File: config.mk
export PLATFORM = sky130hd
export DESIGN_NAME = hazard_scoreboard
export DESIGN_NICKNAME = d
export VERILOG_FILES = /design/src/rtl/hazard_pkg.sv /design/src/rtl/scoreboard_entry.sv /design/src/rtl/hazard_scoreboard.sv
export SDC_FILE = /design/constraint.sdc
export NUM_CORES = 1
export LEC_CHECK = 0
export BUFFER_PORTS_ARGS = -buffer_cell sky130_fd_sc_hd__buf_2
export CAP_MARGIN = 20
export CORE_ASPECT_RATIO = 0.8
export CORE_MARGIN = 2
export CORE_UTILIZATION = 29
export CTS_CLUSTER_SIZE = 30
export DETAILED_ROUTE_END_ITERATION = 8
export GPL_TIMING_DRIVEN = 0
export MAX_ROUTING_LAYER = met4
export PLACE_DENSITY = 0.41
export SLEW_MARGIN = 20
export SYNTH_ARGS = -nofsm -noshare
export SYNTH_HDL_FRONTEND = slang
export SYNTH_SLANG_ARGS = --single-unit
File: constraint.sdc
create_clock -name clk -period 6.85 [get_ports clk]
set_clock_uncertainty 0.05 [all_clocks]
set_input_delay 1.0275 -clock clk [delete_from_list [all_inputs] [get_ports clk]]
set_output_delay 1.0275 -clock clk [all_outputs]
set_load 0.02 [all_outputs]
File: src/rtl/hazard_pkg.sv
// Shared encodings and helpers for the scoreboard-based hazard unit.
package hazard_pkg;

  localparam logic [1:0] CLS_ALU  = 2'b00;
  localparam logic [1:0] CLS_LOAD = 2'b01;
  localparam logic [1:0] CLS_LONG = 2'b10;

  typedef enum logic [1:0] {
    ST_IDLE   = 2'd0,
    ST_COUNT  = 2'd1,
    ST_SETTLE = 2'd2,
    ST_LONG   = 2'd3
  } entry_state_e;

  // Cycles after issue until the result can be forwarded into EX; the reserved
  // class behaves like ALU and LONG never uses the countdown.
  function automatic int class_latency(input logic [1:0] cls, input int alu_lat,
                                       input int load_lat);
    return (cls == CLS_LOAD) ? load_lat : alu_lat;
  endfunction

endpackage

File: src/rtl/scoreboard_entry.sv
// Tracks the in-flight producer of one architectural register and reports
// when its value can be consumed in ID, in EX, or as store data.
module scoreboard_entry
  import hazard_pkg::*;
#(
  parameter int LAT_W = 3
) (
  input  logic             clk,
  input  logic             rstn,
  input  logic             flush,
  input  logic             issue,
  input  logic             issue_long,
  input  logic [LAT_W-1:0] issue_lat,
  input  logic             long_complete,
  output logic             ready_id,
  output logic             ready_ex,
  output logic             ready_st,
  output logic             is_long
);

  entry_state_e     state_reg;
  logic [LAT_W-1:0] cnt_reg;

  always_ff @(posedge clk or negedge rstn) begin
    if (!rstn) begin
      state_reg <= ST_IDLE;
      cnt_reg   <= '0;
    end else if (flush) begin
      state_reg <= ST_IDLE;
    end else if (issue) begin
      if (issue_long) begin
        state_reg <= ST_LONG;
      end else if (issue_lat == '0) begin
        state_reg <= ST_SETTLE;
      end else begin
        state_reg <= ST_COUNT;
        cnt_reg   <= issue_lat;
      end
    end else begin
      case (state_reg)
        ST_COUNT: begin
          if (cnt_reg < LAT_W'(2)) state_reg <= ST_SETTLE;
          else                     cnt_reg   <= cnt_reg - LAT_W'(1);
        end
        ST_SETTLE: state_reg <= ST_IDLE;
        ST_LONG:   if (long_complete) state_reg <= ST_SETTLE;
        default:   state_reg <= ST_IDLE;
      endcase
    end
  end

  assign ready_id = (state_reg == ST_IDLE);
  assign ready_ex = ready_id || (state_reg == ST_SETTLE);
  // Last countdown cycle: the value reaches WB in time for the store's MEM stage.
  assign ready_st = ready_ex || (state_reg == ST_COUNT && cnt_reg == LAT_W'(1));
  assign is_long  = (state_reg == ST_LONG);

endmodule

File: src/rtl/hazard_scoreboard.sv
// Per-register scoreboard hazard unit beside ID: stall, IF/ID flush, ID/EX
// bubble, long-unit interlocks, global flush and a saturating stall counter.
module hazard_scoreboard
  import hazard_pkg::*;
#(
  parameter int NUM_REGS = 32,
  parameter int REG_AW   = 5,
  parameter int LAT_W    = 3,
  parameter int ALU_LAT  = 0,
  parameter int LOAD_LAT = 1,
  parameter int CNT_W    = 16
) (
  input  logic              clk,
  input  logic              rstn,
  input  logic              id_valid,
  input  logic [REG_AW-1:0] id_rs1,
  input  logic [REG_AW-1:0] id_rs2,
  input  logic              id_use_rs1,
  input  logic              id_use_rs2,
  input  logic              id_is_store,
  input  logic              id_resolves_in_id,
  input  logic              id_regwrite,
  input  logic [REG_AW-1:0] id_rd,
  input  logic [1:0]        id_class,
  input  logic              long_done,
  input  logic [REG_AW-1:0] long_done_rd,
  input  logic              branch_taken,
  input  logic              flush_all,
  output logic              stall,
  output logic              flush_ifid,
  output logic              flush_idex,
  output logic              long_busy,
  output logic [CNT_W-1:0]  stall_count,
  output logic              done_err
);

  logic [NUM_REGS-1:0] rdy_id, rdy_ex, rdy_st, long_vec;
  logic [REG_AW-1:0]   long_rd;
  logic [LAT_W-1:0]    issue_lat;
  logic                issue, issue_long, long_ok;
  logic                rs1_ok, rs2_ok, rs1_haz, rs2_haz, waw_haz, struct_haz;

  assign issue_long = (id_class == CLS_LONG);
  assign issue_lat  = LAT_W'(class_latency(id_class, ALU_LAT, LOAD_LAT));
  assign issue      = id_valid && !stall && !flush_all && id_regwrite && (id_rd != '0);
  assign long_ok    = long_done && !flush_all && long_busy && (long_done_rd == long_rd);

  // x0 has no producer to wait for.
  assign rdy_id[0]   = 1'b1;
  assign rdy_ex[0]   = 1'b1;
  assign rdy_st[0]   = 1'b1;
  assign long_vec[0] = 1'b0;

  genvar gi;
  generate
    for (gi = 1; gi < NUM_REGS; gi++) begin : g_entry
      scoreboard_entry #(.LAT_W(LAT_W)) u_entry (
        .clk          (clk),
        .rstn         (rstn),
        .flush        (flush_all),
        .issue        (issue && (id_rd == REG_AW'(gi))),
        .issue_long   (issue_long),
        .issue_lat    (issue_lat),
        .long_complete(long_ok && (long_rd == REG_AW'(gi))),
        .ready_id     (rdy_id[gi]),
        .ready_ex     (rdy_ex[gi]),
        .ready_st     (rdy_st[gi]),
        .is_long      (long_vec[gi])
      );
    end
  endgenerate

  always_comb begin
    rs1_ok = id_resolves_in_id ? rdy_id[id_rs1] : rdy_ex[id_rs1];
    if (id_resolves_in_id)
      rs2_ok = rdy_id[id_rs2];
    else if (id_is_store && !(id_use_rs1 && id_rs1 == id_rs2))
      rs2_ok = rdy_st[id_rs2];
    else
      rs2_ok = rdy_ex[id_rs2];
  end

  assign rs1_haz    = id_use_rs1 && !rs1_ok;
  assign rs2_haz    = id_use_rs2 && !rs2_ok;
  assign waw_haz    = id_regwrite && (id_rd != '0) && long_vec[id_rd];
  assign struct_haz = issue_long && long_busy;

  assign stall      = id_valid && !flush_all && (rs1_haz || rs2_haz || waw_haz || struct_haz);
  assign flush_idex = stall || flush_all;
  assign flush_ifid = (branch_taken && !stall) || flush_all;

  always_ff @(posedge clk or negedge rstn) begin
    if (!rstn) begin
      long_busy   <= 1'b0;
      long_rd     <= '0;
      stall_count <= '0;
      done_err    <= 1'b0;
    end else begin
      if (flush_all) begin
        long_busy <= 1'b0;
      end else if (issue && issue_long) begin
        long_busy <= 1'b1;
        long_rd   <= id_rd;
      end else if (long_ok) begin
        long_busy <= 1'b0;
      end
      // A completion racing a flush belongs to killed work, so it is not an error.
      if (long_done && !flush_all && !long_ok) done_err <= 1'b1;
      if (stall && stall_count != '1) stall_count <= stall_count + CNT_W'(1);
    end
  end

endmodule

==> results_dict.tcl, run 1 <==
set metrics [dict create \
    outcome "finished, final reports clean" \
    path_cells "buf_2 > clkbuf_2 > nor4b_1 > nor2_1 > a211oi_1 > nor4_1 > or3_1 > a211oi_4 > buf_4 > o21ai_0 > buf_2" \
    slowest_delay_ps 1060 \
    crit_required_ps 5770 \
    gp_congestion 0.983 \
    slew_headroom 0.162 \
    p_comb_frac 0.180 \
    layout_common_cells "dfrtp_1 (178), nor2_1 (151), inv_1 (120)" \
    core_um2 44400 \
    arrival_ps 5130 \
    avgSynthCellArea_um2 8.65 \
    fmax_mhz 161 \
    tns_ps 0 \
    drtAntennaViolNets 0 \
    drv_slew 0 \
    cts-root-buf "clkbuf_16" \
    drt_wl_total_mm 61.5 \
    globalRouteOverflowTotal 0 \
    synth_area_um2 13000 \
    grt_first_pass_wirelength_mm 89.8 \
    fp.dieW_um 241 \
    yosys.area.top_type "dfrtp_1" \
    r2r-start "g_entry[29].u_entry.state_reg[1]" \
    ys_top_cells_by_area "dfrtp_1 (34%), ha_1 (6.2%), nor2_1 (4.4%)" \
    async_reset_ff_frac 1.00 \
    ys_seq_area_frac 0.342 \
    r2r.worst_path.cells 11 \
    post-route-util 0.330 \
    synth-seq-cells 178 \
    final-hold-violation-count 0 \
    final_common_cell "dfrtp_1" \
    crit_type "in2out" \
    crit_slowest_cell "nor4b_1" \
    grt_max_degree 81 \
    rsz0062_at_grt "false" \
    hpwl_mm 45.5 \
    cellLeakagePower_uw 0.00617 \
    synth_edf_count 0 \
    critPathMaxFanout 10 \
    port_buffers 48 \
    synthSimpleGateAreaFrac 0.189 \
    ys.flop_type "dfrtp_1" \
    drt_iter0_markers 1431 \
    synthXorXnorAreaFrac 0.0195 \
    routed_via_density 5.84 \
    io_pins 54 \
    min_period_ps 6210 \
    internal_power_uw 1680 \
    rows 69 \
    synth_top_area_share 0.342 \
    clock_path_buffers 2 \
    swShare 0.353 \
    synth_compound_area_frac 0.226 \
    finalCritPeriodShare 0.906 \
    cts_buffers 17 \
    cts_tree "yes" \
    drive_gt1_frac 0.120 \
    yosysUniqueCellTypes 80 \
    cpMostUsedCell "buf_2" \
    p_total_uw 2590 \
    start_kind "input port" \
    drv_cap 0 \
    wl_per_cell_um 28.1 \
    cts.clk_slew.worst_paths_ps 80 \
    antenna_found_initial 1 \
    drc 0 \
    htreeDepth 4 \
    num_vias 12800 \
    synth_adder_area_share 0.0625 \
    cts_hold_buf 0 \
    first_pass_iters 6 \
    synthesis.nets 1603 \
    tightest_slew_ps 1260 \
    hold_path.class "in2async" \
    finalNonFillerCells 2191 \
    top_layer_used "met4" \
    wl_met2_mm 24.6 \
    place_inst 2158 \
    die_h_um 194 \
    final_area_um2 14700 \
    pwr-share-seq 0.430 \
    layout.nets 1672 \
    critPathBufInv 4 \
    p_per_area_nw_per_um2 177 \
    clk_latency_ps 490 \
    cts_setup_buffers 0 \
    post_cts_resized 0 \
    clock_sink_count 178 \
    rrSetupSlack_ps 2040 \
    syn_to_final_growth_pct 12.5 \
    synth_top_family_by_area "compound AO/OA/AOI/OAI gates" \
    dieArea_um2 46600 \
    critPathTopFamily "simple AND/OR/NAND/NOR gates" \
    syn_inst 1505 \
    rr_endpoint "g_entry[22].u_entry.cnt_reg[0]" \
    synth_warnings 0 \
    peakVddDrop_uv 206 \
    start_util 0.293 \
    clockPowerShare 0.390 \
    finalSetupViolCount 0 \
    m1WireLength_mm 30.1 \
    grt_pass1_vias 12300 \
    p_sw_uw 916 \
    yosys-mux-area-fraction 0.0959 \
    largest_register_ffs 93 \
    groute.usage.overall 0.276 \
    worstSetupEndpointType "output pin" \
    dpl-instance-area_um2 14100 \
    dr_wl_met3_mm 5.68 \
]
per-stage QoR:
stage,setup WS [ps],hold slack [ps]
floorplan,2270,417
global placement,442,396
detailed placement,829,394
CTS,789,409
global route,502,419
finish,642,393
area by class of cell:
type,instances,area [um^2]
fill,4740,29700
inverter,121,454
antenna,1,2.50
multi-input combinational,1116,7720
clock buffer,18,439
sequential,178,4450
timing repair buffer,50,305
tap,603,754
buffer,90,407
clock inverter,14,123
how the worst max path moves through the flow:
stage | end | cells past startpoint | from
after floorplan | flush_ifid | 11 | id_rs2[1]
after global placement | flush_idex | 10 | id_rs2[1]
after detailed placement | flush_idex | 11 | id_rs2[1]
after CTS | flush_idex | 11 | id_rs2[1]
after global routing | flush_idex | 11 | id_rs2[1]
final | flush_idex | 11 | id_rs2[1]
cell usage after synthesis, types with 13 or more instances:
cell type and number:
o211ai_1 43, o22a_1 15, nand2_1 114, buf_2 20
a31oi_1 22, inv_1 120, nor2_1 151, mux2i_1 46
xor2_1 14, clkbuf_1 56, and2_1 16, nand4_1 15
and3_1 23, ha_1 65, o21ai_0 71, mux4_2 19
o22ai_1 32, xnor2_1 15, or3_1 14, mux2_2 32
nor3_1 46, a21oi_1 102, dfrtp_1 178, nor4bb_1 13
nand3_1 34, a211oi_1 16, o2bb2ai_1 13
per-layer routing:
metal / up-vias / global-route usage
met5: - / -
met4: 0 / 0.0624
met3: 67 / 0.0686
met2: 579 / 0.360
met1: 6468 / 0.418
li1: 5674 / -
kinds of logic after synthesis:
group,count (synthesis)
AOI/OAI and AO/OA,433
xor gates and xnor gates,29
adders and majority gates,65
buffers and inverters,211
DFF,178
muxes,97
and+or+nand+nor,492
power by group through the flow:
stage               Sequential, uW  Combinational (uW)  Clock [uW]
finish                        1120                 468        1010
global route                  1120                 491        1070
CTS                           1110                 458        1040
detailed placement            1140                 456           0
global placement              1140                 455           0
floorplan                     1140                 212           0
Power figures use the tool's default switching activity.
==> run 2, diff against run 1 <==
--- a/config.mk
+++ b/config.mk
@@ -15,6 +15,7 @@
 export GPL_TIMING_DRIVEN = 0
 export MAX_ROUTING_LAYER = met4
 export PLACE_DENSITY = 0.41
+export RECOVER_POWER = 25
 export SLEW_MARGIN = 20
 export SYNTH_ARGS = -nofsm -noshare
 export SYNTH_HDL_FRONTEND = slang
==> run 2 against run 1 <==
Effect of this change: the run now ends with max-capacitance violations, max-slew violations left; utilization fell by 0.079 points; clock-buffer cell count unchanged; sequential share of layout area increased by 0.073 points; combinational power about the same; maximum frequency is 2.3% lower; clock power barely moved; hold slack better by 24 ps; total power shrank 0.10%; critical path depth did not move; largest cell class unchanged; largest power group unchanged.
==> results_dict.tcl, run 2 (synthesis gave the netlist of run 1 again) <==
set metrics [dict create \
    outcome "finished with violations" \
    violations "max-capacitance violations, max-slew violations" \
    finalCritPeriodShare 0.927 \
    post_cts_resized 0 \
    crit_required_ps 5770 \
    first_pass_iters 8 \
    layout_setup_ws_ps 499 \
    die_h_um 194 \
    crit_slowest_cell "nor4b_1" \
    rows 69 \
    drt_iter0_markers 1458 \
    layout.nets 1672 \
    grt_max_degree 81 \
    final_common_cell "dfrtp_1" \
    path_cells "buf_2 > clkbuf_2 > nor4b_1 > nor2_1 > a211oi_1 > nor4_1 > or3_1 > a211oi_4 > buf_4 > o21ai_0 > buf_2" \
    drtAntennaViolNets 0 \
    fmax_mhz 157 \
    drv_slew 101 \
    cellLeakagePower_uw 0.00615 \
    cts.clk_slew.worst_paths_ps 80 \
    cts_hold_buf 0 \
    drc 0 \
    io_pins 54 \
    antenna_found_initial 1 \
    min_period_ps 6350 \
    syn_to_final_growth_pct 12.3 \
    groute.usage.overall 0.276 \
    grt_pass1_vias 12300 \
    drive_gt1_frac 0.118 \
    critPathMaxFanout 10 \
    cts-root-buf "clkbuf_16" \
    peakVddDrop_uv 205 \
    slowest_delay_ps 1160 \
    rsz0062_at_grt "false" \
    p_per_area_nw_per_um2 177 \
    largest_register_ffs 93 \
    fp.dieW_um 241 \
    cts_buffers 17 \
    r2r-start "g_entry[29].u_entry.state_reg[1]" \
    core_um2 44400 \
    hp-start "done_err" \
    cpMostUsedCell "buf_2" \
    globalRouteOverflowTotal 0 \
    clock_sink_count 178 \
    clock_path_buffers 2 \
    htreeDepth 4 \
    start_util 0.293 \
    port_buffers 48 \
    critical_path.startpoint "id_rs2[1]" \
    finalNonFillerCells 2191 \
    cts_tree "yes" \
    dieArea_um2 46600 \
    crit_type "in2out" \
    gp_congestion 0.983 \
    start_kind "input port" \
    clk_latency_ps 490 \
    final-hold-violation-count 0 \
    drv_cap 2 \
    cts_setup_buffers 0 \
    critPathBufInv 4 \
    worstSetupEndpointType "output pin" \
    hpwl_mm 45.5 \
    wl_per_cell_um 28.1 \
    arrival_ps 5270 \
    num_vias 12800 \
    critPathTopFamily "simple AND/OR/NAND/NOR gates" \
    tightest_slew_ps 3080 \
    drt_wl_total_mm 61.6 \
    tns_ps 0 \
    place_inst 2158 \
    pre_cts_slack_ps 829 \
    slew_headroom -1.05 \
    routed_via_density 5.84 \
    final_area_um2 14600 \
    finalSetupViolCount 0 \
    layout_common_cells "dfrtp_1 (178), nor2_1 (151), inv_1 (120)" \
    grt_first_pass_wirelength_mm 89.8 \
    dpl-instance-area_um2 14100 \
    hold-worst-slack_ps 417 \
    hold_path.class "reg2reg" \
]
[run 2: cell type report]
type	instances	area (um^2)
antenna	1	2.50
buffer	90	407
clock buffer	18	439
clock inverter	14	123
fill	4746	29800
inverter	121	454
multi-input combinational	1116	7720
sequential	178	4450
tap	603	754
timing repair buffer	50	270
[run 2: worst paths after layout]
path	cells past startpoint	endpoint	slack, ps
setup / recovery	11	flush_idex	500
hold / removal	1	done_err	420
setup reg to reg	11	g_entry[22].u_entry.cnt_reg[0]	1950
hold reg to reg	1	done_err	420
max in group asynchronous	2	g_entry[4].u_entry.cnt_reg[2]	1220
min in group asynchronous	1	g_entry[25].u_entry.cnt_reg[2]	1500
[run 2: worst register-to-register path: cells and delay by family, from the launching register on]
kind | cells | cell delay [ps]
buffers and inverters | 2 | 630
AND/OR/NAND/NOR | 5 | 1890
flip-flops | 1 | 530
AO/OA/AOI/OAI | 4 | 1690
[run 2: stage by stage]
| stage | util | total power [uW] |
|---|---|---|
| final | 0.329 | 2590 |
| after floorplan | - | 1350 |
| after detailed placement | 0.317 | 1590 |
| after CTS | 0.330 | 2610 |
| after global placement | 0.316 | 1590 |
| after global routing | 0.329 | 2680 |
[run 2: where the power goes]
part,switching [uW],total (uW),internal [uW]
logic,355,467,111
clock network,523,1010,487
registers,36.5,1120,1080
[run 2: per-layer routing]
| metal | GRT usage | wire (um) | share of wire | vias up |
|---|---|---|---|---|
| li1 | - | - | - | 5687 |
| met1 | 0.418 | 30600 | 0.50 | 6506 |
| met2 | 0.360 | 24600 | 0.40 | 549 |
| met3 | 0.0686 | 5210 | 0.085 | 59 |
| met4 | 0.0624 | 1170 | 0.019 | 0 |
| met5 | - | 0 | 0 | - |
